--- src/rtl/debounce_pkg.sv ---
// Shared constants for the push-button debouncer.
package debounce_pkg;

  // Stable-cycle requirement used on the board clock.
  localparam int unsigned DEBOUNCE_CICLOS_PADRAO = 16;

  // Shortened stable-cycle requirement for simulation.
  localparam int unsigned DEBOUNCE_CICLOS_SIM = 4;

endpackage

--- src/rtl/debounce_canal.sv ---
// One debounce channel: 2-flop synchronizer, stability counter,
// accepted level (estavel) and a one-cycle press pulse on 0->1 acceptance.
module debounce_canal
  import debounce_pkg::*;
#(
  parameter int unsigned DEBOUNCE_CICLOS = DEBOUNCE_CICLOS_PADRAO
) (
  input  logic clk,
  input  logic reset,
  input  logic bruto,
  output logic nivel,
  output logic pulso
);

  localparam int unsigned LARGURA = $clog2(DEBOUNCE_CICLOS);
  localparam logic [LARGURA-1:0] CONT_MAX = LARGURA'(DEBOUNCE_CICLOS - 1);

  logic               sinc1;
  logic               sinc2;
  logic               estavel;
  logic               estavel_prox;
  logic [LARGURA-1:0] cont;
  logic [LARGURA-1:0] cont_prox;
  logic               pulso_prox;

  // Bring the asynchronous raw level into the clock domain.
  always_ff @(posedge clk or posedge reset) begin
    if (reset) begin
      sinc1 <= 1'b0;
      sinc2 <= 1'b0;
    end else begin
      sinc1 <= bruto;
      sinc2 <= sinc1;
    end
  end

  // Count consecutive disagreeing cycles; accept the new level at the limit.
  // The counter only runs while sinc2 differs from estavel, so it never wraps.
  always_comb begin
    cont_prox    = cont;
    estavel_prox = estavel;
    pulso_prox   = 1'b0;
    if (sinc2 == estavel) begin
      cont_prox = '0;
    end else if (cont == CONT_MAX) begin
      estavel_prox = sinc2;
      cont_prox    = '0;
      pulso_prox   = sinc2;
    end else begin
      cont_prox = cont + 1'b1;
    end
  end

  // Register the counter, accepted level and press pulse.
  always_ff @(posedge clk or posedge reset) begin
    if (reset) begin
      cont    <= '0;
      estavel <= 1'b0;
      pulso   <= 1'b0;
    end else begin
      cont    <= cont_prox;
      estavel <= estavel_prox;
      pulso   <= pulso_prox;
    end
  end

  assign nivel = estavel;

endmodule

--- src/rtl/debounce_botoes.sv ---
// Two-button debouncer. Each button has its own channel; press pulses are
// arbitrated so both outputs are never high together (button 1 wins, a
// colliding button 2 pulse is deferred by one cycle).
module debounce_botoes
  import debounce_pkg::*;
#(
  parameter int unsigned DEBOUNCE_CICLOS = DEBOUNCE_CICLOS_PADRAO
) (
  input  logic clk,
  input  logic reset,
  input  logic BotaoBruto1,
  input  logic BotaoBruto2,
  output logic SinalBotao1,
  output logic SinalBotao2,
  output logic NivelBotao1,
  output logic NivelBotao2
);

  logic pulso1;
  logic pulso2;
  logic pendente2;

  debounce_canal #(
    .DEBOUNCE_CICLOS(DEBOUNCE_CICLOS)
  ) u_canal1 (
    .clk  (clk),
    .reset(reset),
    .bruto(BotaoBruto1),
    .nivel(NivelBotao1),
    .pulso(pulso1)
  );

  debounce_canal #(
    .DEBOUNCE_CICLOS(DEBOUNCE_CICLOS)
  ) u_canal2 (
    .clk  (clk),
    .reset(reset),
    .bruto(BotaoBruto2),
    .nivel(NivelBotao2),
    .pulso(pulso2)
  );

  // Remember a button-2 pulse that lost arbitration; it is replayed next cycle.
  always_ff @(posedge clk or posedge reset) begin
    if (reset) begin
      pendente2 <= 1'b0;
    end else begin
      pendente2 <= pulso1 & pulso2;
    end
  end

  // Drive the pulse outputs with button 1 taking priority.
  always_comb begin
    SinalBotao1 = pulso1;
    SinalBotao2 = pendente2 | (pulso2 & ~pulso1);
  end

endmodule

--- config.mk ---
export PLATFORM = sky130hd
export DESIGN_NAME = debounce_botoes
export DESIGN_NICKNAME = d
export VERILOG_FILES = /design/src/rtl/debounce_pkg.sv /design/src/rtl/debounce_canal.sv /design/src/rtl/debounce_botoes.sv
export SDC_FILE = /design/constraint.sdc
export NUM_CORES = 1
export LEC_CHECK = 0
export BUFFER_PORTS_ARGS = -buffer_cell sky130_fd_sc_hd__buf_2
export CAP_MARGIN = 20
export CORE_MARGIN = 5
export CORE_UTILIZATION = 51
export DETAILED_ROUTE_END_ITERATION = 8
export PLACE_DENSITY = 0.81
export SLEW_MARGIN = 20
export SYNTH_ARGS = -nofsm -noshare
export SYNTH_HDL_FRONTEND = slang
export SYNTH_SLANG_ARGS = --single-unit
--- constraint.sdc ---
create_clock -name clk -period 1.6 [get_ports clk]
set_input_delay 0.32 -clock clk [delete_from_list [all_inputs] [get_ports clk]]
set_output_delay 0.32 -clock clk [all_outputs]
set_load 0.005 [all_outputs]
==> results.md <==
* RSZ-0062 raised after global routing: no
* Die H at 46.30 microns
* Seq/Total Area, Yosys at around 63%
* Total CTS buffers at 3
* Reg area at 425.4 sq um
* Fin. max-slew vios at 0
* Utilization of the core after routing at 59.27%
* Seq pwr share at 64.1%
* Leak at 0.3619 nW
* Final hold vios at 0
* Top cells by count, synth: dfrtp_1, a21oi_1, inv_1, xnor2_1
* CP top delay family: flip-flops
* Ys Warns at 0
* IO Port Bufs at 7
* Via density at 5.133
* GRT Resource Usage Total at between 10 and 15%
* Final Power at 0.0007232 W
* VDD IR-drop max at 541.9 uV
* Sw Share at 22.03%
* Row count at 13
* Cts hold-fix bufs at 0
* Layout area overhead at 11.92%
* Avg WL per Cell at 13.15 microns
* Worst-path clk slew at 0.09 ns
* Worst Path Arrival at 0.96 ns
* Clock Latency Late Sink at 0.28 ns
* Most common cell in the netlist: dfrtp_1
* Worst Hold Class: primary input to asynchronous set/reset pin
* NumNets Final at 67
* Vias in the first global route at 402
* Initial Util at 52.96%
* Max Clock Skew at between 0.002 and 0.003 ns
* Post-DP HPWL at 740.4 microns
* Grt ovf at 0
* Largest net degree at the start of global routing at 18
* Cell Area, Synth at 671.9 sq um
* Ys flop type: dfrtp_1
* Max_cap viols at 0
* First-pass GRT wire length at 1745 microns
* #FFs+latches synth at 17
* Buffers plus inverters on the worst setup path at 2
* Total Wirelength at 986 microns
* Number of enable flip-flop cells after synthesis at 0
* Post-route ant nets at 0
* # H-tree levels at 1
* Relative slew slack at approximately 60%
* Hold_ws at about 0.093 ns
* Worst setup EP type: output port
* Status: finished clean
* Setup ws final at 0.3243 ns
* CP max FO at 3
* Fin crit period at 1.276 ns
* Remaining DRCs at 0
* Post-Syn Instances at approximately 50
* Post-cts sizing count at 0
* Initial antenna violation count at 0
* CTS root buf: clkbuf_4
* Post-synth ARST share at between 90% and 100%
* Clock power frac at 29.9%
* CP peak stage delay at 0.36 ns
* Max Fclk at just under 0.8 GHz
* DRT iter0 DRCs at 0
* CTS tree: done
* Worst slack, placed at 0.3995 ns
* CP Class: flip-flop to output port
* Via count at 385
* CP max stage cell: dfrtp_1
* Worst-Margin Slew at 0.6035 ns
* CP cell instances: inv_1 -> a21o_1 -> buf_2
* Final RePlAce weighted congestion at 0.6024
* Syn avg cell area at 13.71 sq um
* Final setup vio count at 0
* Largest cells by area after synthesis: dfrtp_1, xnor2_1, mux2_4, ha_1, nor3b_2
* Fraction of layout cells with a size suffix above 1 at 26.67%
* Die area at 2143 sq um
* Yosys cell types at 15
* Leading area contributor after synthesis: dfrtp_1
* Multi-input logic area at roughly 230 sq um
* Fillcell total at 103
* Synth top area share at 63.31%
* TNS Setup at 0 ns
* Die X at 46.30 microns
* CP required at 1.28 ns
* Pwr/cell area at 961.7 nW/um^2
* Ports at 8
* Startpoint Class: flip-flop
* Logic pwr share at 6.0%
* CTS sink cnt at 17
* Antenna diodes at 0
* Net Count, Synth at 55
* Maximum buffer depth of the clock tree at 2
* Setup Fix Bufs, Post-CTS at 0
* Pint at approximately 0.00056 W
* Final period util at between 70 and 80%
* Drt first pass iters at 1
* Std-Cell Core Area at 1269 sq um
* Psw at approximately 0.00016 W
-- per-stage QoR --
stage	instance area, sq um	cells
2_1_floorplan	671.9	49
3_3_place_gp	725.7	71
3_5_place_dp	725.7	71
4_1_cts	752.0	75
5_1_grt	752.0	75
6_report	752.0	75
-- routing by layer --
metal	routed length [microns]	up-vias	GRT usage (%)
met4	10	0	6.818
li1	-	187	-
met2	494	8	19.78
met5	0	-	0
met3	57	2	4.688
met1	424	188	13.86
-- path summary, 6_finish.rpt --
check | start | endpoint | slack, ns | depth (start not counted)
worst max-delay path | u_canal1.pulso$_DFF_PP0_ | SinalBotao2 | 0.32 | 3
worst min-delay path | reset | u_canal2.cont[1]$_DFF_PP0_ | 0.09 | 2
max in group asynchronous | reset | u_canal1.cont[1]$_DFF_PP0_ | 1.12 | 2
worst min register to register | u_canal1.sinc1$_DFF_PP0_ | u_canal1.sinc2$_DFF_PP0_ | 0.35 | 0
worst max register to register | u_canal1.cont[0]$_DFF_PP0_ | u_canal1.nivel$_DFFE_PP0P_ | 0.39 | 3
min in group clk | BotaoBruto1 | u_canal1.sinc1$_DFF_PP0_ | 0.15 | 1
-- layout make-up --
cell class | instances | share of cell area [%]
clock buffers | 4 | 3.494
repair buffers | 7 | 4.659
flip-flops and latches | 17 | 56.57
inverters | 4 | 1.997
multi-input cells | 28 | 30.78
well taps | 15 | 2.496
-- power groups by stage --
stage / logic (W) / clock network (W) / registers (W)
final: 0.0000435 / 0.000216 / 0.000463
after global routing: 0.0000493 / 0.000256 / 0.000465
after CTS: 0.0000448 / 0.000228 / 0.000464
after detailed placement: 0.0000439 / 0 / 0.000472
after global placement: 0.0000433 / 0 / 0.000470
after floorplan: 0.0000338 / 0 / 0.000468
-- cells in the final DEF (no fill, tap or decap), drive strengths merged --
cell type / count
nor3b: 4
nand3: 2
o21ai: 2
and2: 1
nor2b: 2
nor2: 2
nand4b: 2
mux2: 2
ha: 2
buf: 7
xnor2: 4
inv: 4
a21o: 1
clkbuf: 4
a21oi: 4
dfrtp: 17
-- cell families (layout without fill, tap and decap cells) --
kind of cell	count (synthesis)	count (layout)	share of synthesized area [%]
AOI/OAI and AO/OA	7	7	5.587
xor gates and xnor gates	4	4	5.214
adders and majority gates	2	2	3.724
buffers and inverters	4	15	2.234
DFF	17	17	63.32
muxes	2	2	4.469
and+or+nand+nor	13	13	15.46
-- sequential cells by signal, summed over array words and instances, names as in the netlist --
| signal | cells |
|---|---|
| u_canal1.sinc2 | 1 |
| u_canal2.pulso | 1 |
| u_canal2.sinc2 | 1 |
| u_canal1.sinc1 | 1 |
| u_canal2.sinc1 | 1 |
| u_canal1.nivel | 1 |
| u_canal1.cont | 4 |
| u_canal2.cont | 4 |
| u_canal2.nivel | 1 |
| u_canal1.pulso | 1 |
| pendente2 | 1 |
Note: power is estimated with default switching activity, not from simulation.
